--- src/rtl/io_responder_pkg.sv ---
`default_nettype none
// ============================================================
// Package : io_responder_pkg
// Desc    : Shared FSM encoding and parameter defaults
// Rev     : 1.0
// ============================================================
package io_responder_pkg;

  localparam int c_SW_W   = 16;
  localparam int c_LED_W  = 16;
  localparam int c_DB_CNT = 500000;

  typedef enum logic [1:0] {
    IDLE         = 2'd0,
    WAIT_PRESS   = 2'd1,
    WAIT_RELEASE = 2'd2,
    DONE         = 2'd3
  } state_t;

endpackage
`default_nettype wire

--- src/rtl/io_debouncer.sv ---
`default_nettype none
// ============================================================
// Module : io_debouncer
// Desc   : Two-flop synchroniser plus stability-window debounce
// Rev    : 1.0
// ============================================================
module io_debouncer
  import io_responder_pkg::*;
#(
  parameter int DB_CNT = c_DB_CNT
) (
  input  logic clk,
  input  logic rst,
  input  logic i_btn,
  output logic o_stable
);

  localparam int             CW        = $clog2(DB_CNT);
  localparam logic [CW-1:0]  C_CNT_MAX = CW'(DB_CNT - 1);

  logic          r_s1;
  logic          r_s2;
  logic          r_stable;
  logic [CW-1:0] r_cnt;

  // Counter only advances while the synchronised input disagrees with the
  // accepted level; any agreement restarts the window.
  always_ff @(posedge clk or posedge rst) begin
    if (rst) begin
      r_s1     <= 1'b0;
      r_s2     <= 1'b0;
      r_stable <= 1'b0;
      r_cnt    <= '0;
    end else begin
      r_s1 <= i_btn;
      r_s2 <= r_s1;
      if (r_s2 == r_stable) begin
        r_cnt <= '0;
      end else if (r_cnt == C_CNT_MAX) begin
        r_stable <= r_s2;
        r_cnt    <= '0;
      end else begin
        r_cnt <= r_cnt + CW'(1);
      end
    end
  end

  assign o_stable = r_stable;

endmodule
`default_nettype wire

--- src/rtl/io_responder.sv ---
`default_nettype none
// ============================================================
// Module : io_responder
// Desc   : Core IO responder: LED store, switch load gated by a button
// Rev    : 1.0
// ============================================================
module io_responder
  import io_responder_pkg::*;
#(
  parameter int SW_W   = c_SW_W,
  parameter int LED_W  = c_LED_W,
  parameter int DB_CNT = c_DB_CNT
) (
  input  logic             clk,
  input  logic             rst,
  input  logic             io_read,
  input  logic             io_write,
  input  logic [31:0]      write_data,
  output logic [31:0]      read_data,
  output logic             io_stall,
  output logic             io_done,
  input  logic [SW_W-1:0]  switch_in,
  input  logic             confirm_btn,
  output logic [LED_W-1:0] led_out
);

  logic [SW_W-1:0] r_sw_s1;
  logic [SW_W-1:0] r_sw_s2;
  logic            w_btn_stable;
  state_t          r_state;
  state_t          w_state_nxt;
  logic            r_armed;
  logic            w_armed_nxt;
  logic            r_wr_done;
  logic            w_wr_accept;
  logic            w_capture;

  always_ff @(posedge clk or posedge rst) begin
    if (rst) begin
      r_sw_s1 <= '0;
      r_sw_s2 <= '0;
    end else begin
      r_sw_s1 <= switch_in;
      r_sw_s2 <= r_sw_s1;
    end
  end

  io_debouncer #(
    .DB_CNT (DB_CNT)
  ) u_debouncer (
    .clk      (clk),
    .rst      (rst),
    .i_btn    (confirm_btn),
    .o_stable (w_btn_stable)
  );

  // r_armed records that the button was seen released during this read, so a
  // button already held when the read began is not taken as a press.
  always_comb begin
    w_state_nxt = r_state;
    w_armed_nxt = r_armed;
    w_wr_accept = 1'b0;
    w_capture   = 1'b0;
    case (r_state)
      IDLE: begin
        w_armed_nxt = 1'b0;
        if (io_write && !io_read) begin
          w_wr_accept = 1'b1;
        end else if (io_read && !io_write) begin
          w_state_nxt = WAIT_PRESS;
        end
      end
      WAIT_PRESS: begin
        if (!io_read) begin
          w_state_nxt = IDLE;
        end else if (!io_write) begin
          if (!w_btn_stable) begin
            w_armed_nxt = 1'b1;
          end else if (r_armed) begin
            w_capture   = 1'b1;
            w_state_nxt = WAIT_RELEASE;
          end
        end
      end
      WAIT_RELEASE: begin
        if (!io_read) begin
          w_state_nxt = IDLE;
        end else if (!io_write && !w_btn_stable) begin
          w_state_nxt = DONE;
        end
      end
      DONE:    w_state_nxt = IDLE;
      default: w_state_nxt = IDLE;
    endcase
  end

  always_ff @(posedge clk or posedge rst) begin
    if (rst) begin
      r_state   <= IDLE;
      r_armed   <= 1'b0;
      r_wr_done <= 1'b0;
      led_out   <= '0;
      read_data <= '0;
    end else begin
      r_state   <= w_state_nxt;
      r_armed   <= w_armed_nxt;
      r_wr_done <= w_wr_accept;
      if (w_wr_accept) begin
        led_out <= write_data[LED_W-1:0];
      end
      if (w_capture) begin
        read_data <= 32'(r_sw_s2);
      end
    end
  end

  assign io_stall = io_read && !io_write && (r_state != DONE);
  assign io_done  = (r_state == DONE) || r_wr_done;

  generate
    if (LED_W < 32) begin : g_wdata_unused
      logic w_unused_wdata;
      assign w_unused_wdata = ^write_data[31:LED_W];
    end
  endgenerate

endmodule
`default_nettype wire
--- config.mk ---
export PLATFORM = sky130hd
export DESIGN_NAME = io_responder
export DESIGN_NICKNAME = d
export VERILOG_FILES = /design/src/rtl/io_responder_pkg.sv /design/src/rtl/io_debouncer.sv /design/src/rtl/io_responder.sv
export SDC_FILE = /design/constraint.sdc
export NUM_CORES = 1
export LEC_CHECK = 0
export ABC_AREA = 1
export CAP_MARGIN = 20
export CORE_UTILIZATION = 30
export CTS_CLUSTER_DIAMETER = 100
export DETAILED_ROUTE_END_ITERATION = 10
export PLACE_DENSITY_LB_ADDON = 0.08
export RECOVER_POWER = 25
export SYNTH_ARGS = -nofsm -noshare
export SYNTH_HDL_FRONTEND = slang
export SYNTH_SLANG_ARGS = --single-unit
--- constraint.sdc ---
create_clock -name clk -period 5.45 [get_ports clk]
set_input_delay 1.3625 -clock clk [delete_from_list [all_inputs] [get_ports clk]]
set_output_delay 1.3625 -clock clk [all_outputs]
set_load 0.02 [all_outputs]
Yosys cells after proc, flatten, opt, wreduce, memory -nomap -nowiden

Index checks and enable logic that the tools add are counted.

Bits in registers: 90
Input port bits: 53
Output and inout port bits: 50
Logic and storage cells: 63

Add/subtract/negate cells: 1
Equality and inequality tests: 15
Muxes and demuxes: 22
Bitwise operators: 1
Reduce and logical (&&, ||, !) cells: 13

Operators by type and width:

| kind                                                   | count |
|---|---|
| 2-to-1 mux 19 bit                                      | 2 |
| adder 19 x 1 -> 19 bit (second input constant)         | 1 |
| equality test 19 bit (second input constant)           | 1 |
| 2-to-1 mux 2 bit                                       | 8 |
| inequality test 2 bit (second input constant)          | 6 |
| 2-to-1 mux 1 bit                                       | 10 |
| inequality test 3 bit (second input constant)          | 3 |
| case mux 2 bit (4 select lines)                        | 1 |
| AND reduction 6 bit                                    | 1 |
| equality test 2 bit (second input constant)            | 2 |
| logical AND 1 bit                                      | 4 |
| AND reduction 4 bit                                    | 1 |
| logical NOT 1 bit                                      | 3 |
| inequality test 3 x 2 -> 1 bit (second input constant) | 1 |
| equality test 2 x 1 -> 1 bit (second input constant)   | 1 |
| logical NOT 2 bit                                      | 1 |
| case mux 1 bit (2 select lines)                        | 1 |
| AND reduction 2 bit                                    | 1 |
| nonzero test 2 bit                                     | 1 |
| equality test 1 bit                                    | 1 |
| logical OR 1 bit                                       | 1 |
| NOT 1 bit                                              | 1 |

Depth between registers and ports, before layout

Gate-level depths: netlist of the first run.

Depth in word-level cells: 5
Depth in mapped cells: 8
Mapped depth without buffers: 8

Modules after synthesis

A second synthesis of the first run with hierarchy kept.

Cell total of the unflattened synthesis: 370
Area, all modules: 3,716.1 µm²

Modules (own cells, without submodules):

| module       | instances | cells each | area an instance (µm²) | sequential area each (µm²) |
|---|---|---|---|---|
| io_responder | 1         | 219        | 2,479.9                | 1,701.6 |
| io_debouncer | 1         | 151        | 1,236.2                | 550.5 |

Worst setup path before layout of the first run

OpenSTA, ideal clock, no wires.

Kind: input port to output port
Start point: input io_read
End point: output io_stall
Data arrival time: 1.871 ns
Required time: 4.088 ns
Slack: 2.216 ns
Stages: 3
Path buffers: 1
Cells stage by stage: buf_6 > nand2_1 > a21oi_1

Longest elaborated chain between the ends: 2

RTL lines:

| item                            | RTL line            | RTL |
|---|---|---|
| start: declaration              | io_responder.sv:16  | `input logic io_read,` |
| logical AND 1 bit (2 in series) | io_responder.sv:117 | `assign io_stall = io_read && !io_write && (r_state != DONE);` |
| end: declaration                | io_responder.sv:20  | `output logic io_stall,` |

No other way between the ends.

Worst setup path after layout of the first run

Same ends and word-level chain as after synthesis.

==> key figures, run 1 <==
Timing
  – Setup TNS Final: 0 ns
  – Pins over their slew limit: 0
  – Endpoints failing hold: 0
  – Final period util: 78.94%
  – Worst-margin pin slew: 0.7799 ns
  – Setup Viol. Count Final: 0
  – Max Fclk: 232.4 MHz
  – Slew margin rel.: between 40% and 50%
  – RSZ-0062 raised after global routing: false
  – Post-route setup slack: 1.148 ns
  – Post-route clock skew: 0.005864 ns
  – Final min period: roughly 4.3 ns

Cells and area
  – Synthesis-to-layout area growth: 30.21%
  – Fill count: ~1,100
  – Most frequent cells in the layout: nand2_1 (105), dfrtp_1 (90), clkdlybuf4s50_1 (52)
  – Multi-input gate area: around 1000 um^2
  – NumNets Final: about 500
  – Register area: about 2300 um^2
  – Util after Layout: 40.50%
  – # diodes: 0
  – Layout cells sized above 1: under 10%
  – Fin cells: ~590
  – Commonest non-fill, non-tap cell in the layout: nand2_1

Clocking
  – H-Tree Depth: 3
  – CTS resizes: 0
  – CTS Hold Bufs: 0
  – Post-CTS Setup Inserts: 0
  – Clk slew on worst S/H paths: 0.06 ns
  – Clock latency on the worst-skew pair: 0.33 ns
  – CTS max path bufs: 2
  – CTS tree: built
  – Clock root cell: clkbuf_16
  – Number of CTS-inserted buffers: 9
  – Clk sinks: 90

GRT
  – Grt ovf: 0
  – First-pass GRT wire length: roughly 12,000 um
  – Number of global-route vias before repair: 2,524
  – GRT Overall Usage: 12.17%
  – Pin count of the biggest net entering global routing: a little over 60
  – Initial antenna violation count: 0

Setup path
  – Reg2Reg Depth: 5
  – Crit path buf inv count: 2
  – CP max-delay cell: clkdlybuf4s50_1
  – Crit-path max FO: 7
  – Worst path max stage delay: 0.65 ns
  – Crit path kind: in -> out
  – Critical Path RT: between 4 and 5 ns
  – Startpoint type of the worst setup path: primary input
  – Cell family with most CP delay: buffers and inverters
  – Worst path cell trace: clkdlybuf4s50_1, nand2_1, a21oi_1, clkdlybuf4s50_1
  – Most Frequent Cell on Critical Path: clkdlybuf4s50_1
  – Worst Path Arrival: 2.94 ns
  – Endpoint class of the critical path: output pin
  – Number of cells on the critical path: 4

Floorplan
  – Starting Density: 31.11%
  – Chip Width: 111.3 um
  – Die height: 111.3 um
  – DIE AREA: 12,380 um^2
  – # IOs: 103
  – Core footprint: 11,520 um^2
  – # rows: 39

Power and ir drop
  – Power, Total: 1.799 mW
  – Power density cells: between 300 and 400 nW/um^2
  – Leakage: 2.171 nW
  – IR drop worst, VDD: 228.1 uV

Synth
  – Synth top area cells: dfrtp_1 (63%), nand2_1 (11%), nor2_1 (4.6%), inv_1 (3.7%), buf_4 (3.6%)
  – Register area share after synthesis: 62.87%
  – Share of the synthesized area in the top cell type: approximately 63%
  – Synth Warn #: 0
  – Synthesized flop and latch total: 90
  – Syn Inst Count: 369
  – Synth area leader: dfrtp_1
  – Netlist cell types: 30
  – Syn_area_per_cell: ~9.7 um^2
  – Synth Cell Area: 3582 um^2

Detailed routing
  – Final ANT Viol Nets: 0
  – DRT iter0 DRCs: 107
  – Routed len/inst: about 11 um
  – Via count: 2,454
  – DRC Markers: 7
  – DR pass1 iterations: 7
  – Vias/cell: 4.145
  – WL final: 6770 um

Status
  – Violated checks: design-rule violations
  – Outcome: finished with violations

Placed design
  – DP Worst Slack: 1.162 ns
  – Cells after DPL: 575
  – DP HPWL: 4610 um
  – I/O Buffers: 70
  – RD Place Congestion: 0.7876

Worst hold path
  – Hold WC Path Type: reg -> reg
  – Hold path depth: 0

Job
  – Max-cap violations: 0
flip-flops by register name, summed over array words and instances, names as in the netlist:
| name | cells |
|---|---|
| r_wr_done | 1 |
| read_data | 16 |
| u_debouncer.o_stable | 1 |
| u_debouncer.r_s2 | 1 |
| u_debouncer.r_cnt | 19 |
| r_sw_s1 | 16 |
| r_armed | 1 |
| u_debouncer.r_s1 | 1 |
| r_sw_s2 | 16 |
| led_out | 16 |
| r_state | 2 |
path summary, 6_finish.rpt:
kind                                                       end                    from  slack, ns
worst max-delay path                                  io_stall                 io_read       1.15
worst min-delay path                      r_sw_s2[5]$_DFF_PP0_    r_sw_s1[5]$_DFF_PP0_       0.35
worst max register to register       read_data[15]$_DFFE_PP0P_  r_state[1]$_DFFE_PP0P_       3.72
worst min register to register            r_sw_s2[5]$_DFF_PP0_    r_sw_s1[5]$_DFF_PP0_       0.35
max in group asynchronous              led_out[14]$_DFFE_PP0P_                     rst       2.76
min in group asynchronous       u_debouncer.r_cnt[8]$_DFF_PP0_                     rst       1.58
per-stage QoR:
step	hold WS (ns)	area (um^2)
floorplan	0.3312	3638
CTS	0.3501	4652
global route	0.3543	4664
global placement	0.3320	4350
detailed placement	0.3347	4350
finish	0.3476	4664
synth_stat cells:
cell / instances
conb_1: 1
nor3_1: 1
o21ai_0: 9
nor2_4: 1
o21ai_1: 14
buf_6: 3
o311ai_0: 1
buf_2: 3
inv_1: 35
xor2_1: 7
inv_4: 1
nand2_1: 105
nand2_4: 1
inv_2: 4
buf_4: 17
ha_1: 1
nand3_1: 13
o2111ai_1: 1
o21bai_1: 1
nor3_4: 1
nand3_2: 2
xnor2_1: 3
xor2_2: 1
nor2_2: 1
nand2_2: 1
nand4_1: 2
nor3b_1: 1
nor2_1: 44
dfrtp_1: 90
a21oi_1: 4
power breakdown:
part           leakage, nW  switching (mW)  internal (mW)
clock network        0.144           0.263          0.361
registers             1.15          0.0460          0.749
logic                0.879           0.213          0.167
total                 2.17           0.522           1.28
logic make-up (layout without fill, tap and decap cells):
logic type | after synthesis | count (layout) | synth area share (%)
xor+xnor | 11 | 11 | 2.899
fa+ha+maj | 1 | 1 | 0.3492
other cells | 1 | 16 | 0.1047
flops | 90 | 90 | 62.87
simple gates | 173 | 173 | 20.12
buf+inv | 63 | 128 | 9.186
compound gates | 30 | 30 | 4.471
final cells by class:
type	instances	area share [%]
Multi-Input combinational cell	231	22.51
Clock buffer	10	4.909
Sequential cell	90	48.28
Inverter	40	3.299
Timing Repair Buffer	72	15.61
Tap cell	143	3.836
Clock inverter	6	1.556
worst reg2reg max path, cell delays in order, from the launching register on:
cell,delay [ns]
dfrtp_1,0.43
inv_2,0.12
nand3_2,0.10
nor2_2,0.14
nand3_2,0.48
o21ai_0,0.36
routing by layer:
metal | GRT usage, % | share of wire [%]
met5 | 0 | 0
met4 | 5.946 | 1.0
met3 | 4.921 | 7.3
met2 | 19.25 | 45
met1 | 14.34 | 46
Note: power is estimated with default switching activity, not from simulation.
==> inputs of run 2 (changes only) <==
clock period = 3.44 ns   (was 5.45 ns; I/O delays follow)
==> key figures, run 2 (synthesized netlist as in run 1, its figures left out) <==
Detailed routing
  – DR pass1 iterations: 7
  – DR WL met2: roughly 3000 um
  – Final ANT Viol Nets: 0
  – Routed len/inst: 11.10 um
  – WL final: 6591 um
  – Vias/cell: 4.155
  – Top Layer Used: met4
  – DRT iter0 DRCs: 121
  – Via count: between 2,000 and 2,500
  – Routed met1 length: 3060 um
  – DRC Markers: 6
  – Met3 WL post-DR: 429 um

Cells and area
  – Commonest non-fill, non-tap cell in the layout: nand2_1
  – Util after Layout: 40.63%
  – NumNets Final: 500
  – Reg with most FFs: u_debouncer.r_cnt
  – Most frequent cells in the layout: nand2_1 (105), dfrtp_1 (90), clkdlybuf4s50_1 (52)
  – # diodes: 0
  – Synthesis-to-layout area growth: 30.63%
  – Max FFs per register: 19
  – Layout cells sized above 1: 6.874%

Clocking
  – Clk sinks: 90
  – Clock root cell: clkbuf_16
  – CTS Hold Bufs: 0
  – CTS resizes: 0
  – CTS max path bufs: 2
  – Number of CTS-inserted buffers: 9
  – H-Tree Depth: 3
  – Post-CTS Setup Inserts: 0
  – Clk slew on worst S/H paths: 0.07 ns
  – Clock latency on the worst-skew pair: 0.34 ns
  – CTS tree: built

Timing
  – Endpoints failing hold: 0
  – Pins over their slew limit: between 40 and 50
  – Post-route setup slack: 0.2646 ns
  – Setup Viol. Count Final: 0
  – Worst Hold Slack: 0.3459 ns
  – Max Fclk: 314.9 MHz
  – Post-route clock skew: 0.008160 ns
  – Final min period: 3.175 ns
  – Slew margin rel.: -25.95%
  – Worst-margin pin slew: 1.879 ns
  – RSZ-0062 raised after global routing: false
  – Final period util: 92.31%
  – Setup TNS Final: 0 ns

Floorplan
  – Starting Density: 31.11%
  – DIE AREA: 12,380 um^2
  – # rows: 39
  – Chip Width: 111.3 um
  – Die height: 111.3 um
  – # IOs: 103
  – Core footprint: 11,520 um^2

Setup path
  – RR Startpoint: u_debouncer.r_cnt[0]$_DFF_PP0_
  – Crit. Startpoint: io_write
  – Startpoint type of the worst setup path: primary input
  – Critical Path RT: approximately 2.6 ns
  – Worst Path Arrival: 2.32 ns
  – Crit-path max FO: 4
  – R2R setup slack: 1.84 ns
  – Endpoint class of the critical path: output pin
  – Crit path kind: in -> out
  – Worst r2r dst: u_debouncer.r_cnt[17]$_DFF_PP0_
  – Reg2Reg Depth: 6

GRT
  – Grt ovf: 0
  – Pin count of the biggest net entering global routing: between 40 and 50
  – Initial antenna violation count: 0
  – First-pass GRT wire length: ~12,000 um
  – Number of global-route vias before repair: approximately 2,500
  – GRT Overall Usage: between 10% and 20%

Power and ir drop
  – Sw Ratio: 29.07%
  – Clock power share: between 30% and 40%
  – Leakage: 2.180 nW
  – P_sw: 830.5 uW
  – Power share of the sequential group: 44.1%
  – Logic pwr share: 21.1%
  – Power density cells: approximately 610 nW/um^2
  – Pint: about 2 mW
  – IR drop worst, VDD: 344.3 uV

Worst hold path
  – Hold EP: r_sw_s2[8]$_DFF_PP0_
  – Hold WC Path Type: reg -> reg
  – HP Start: r_sw_s1[8]$_DFF_PP0_
  – Hold path depth: 0

Placed design
  – DP HPWL: 4556 um
  – I/O Buffers: 70
  – RD Place Congestion: 0.8114
  – DP Worst Slack: 0.2604 ns

Job
  – Max-cap violations: 1

Status
  – Outcome: finished with violations
  – Violated checks: design-rule violations, max-capacitance violations, max-slew violations
## run 2: changes by cell type in the layout (fill, tap and decap cells not counted)
cell	delta
buf_4	+2
## run 2: how the worst max path moves through the flow
| stage | end | slack (ns) | cells past startpoint |
|---|---|---|---|
| after floorplan | led_out[0]$_DFFE_PP0P_ | 0.24 | 1 |
| after global placement | io_stall | 0.28 | 5 |
| after detailed placement | io_stall | 0.26 | 5 |
| after CTS | io_stall | 0.25 | 5 |
| after global routing | io_stall | 0.14 | 5 |
| final | io_stall | 0.26 | 5 |
## run 2: final cells by class
type	instances	area [um^2]
fill	1135	6837
sequential	90	2252
multi-input combinational	231	1050
timing repair buffer	74	743.2
clock buffer	10	229.0
tap	143	178.9
inverter	40	153.9
clock inverter	6	72.57
## run 2: worst max-delay path, cell delays in order
cell and delay, ns:
clkdlybuf4s50_1 0.48, inv_2 0.13, nand2_1 0.07, a21oi_1 0.13, clkdlybuf4s50_1 0.64
## run 2: per-layer routing
layer	vias to the layer above	track usage, %
met4	0	6.216
li1	1257	-
met2	55	18.96
met3	10	4.429
met5	-	0
met1	1146	14.95
## run 2: metrics by stage
step,instance area [um^2],instances,power (mW)
finish,4679,594,2.856
global route,4679,594,3.017
CTS,4687,594,2.916
detailed placement,4385,578,1.895
global placement,4385,578,1.893
floorplan,3638,384,1.625
## run 2: power groups by stage
stage	registers, mW	clock network [mW]	logic (mW)
2_1_floorplan	1.38	0	0.245
3_3_place_gp	1.28	0	0.616
3_5_place_dp	1.28	0	0.620
4_1_cts	1.26	1.04	0.619
5_1_grt	1.28	1.07	0.669
6_report	1.26	0.993	0.602
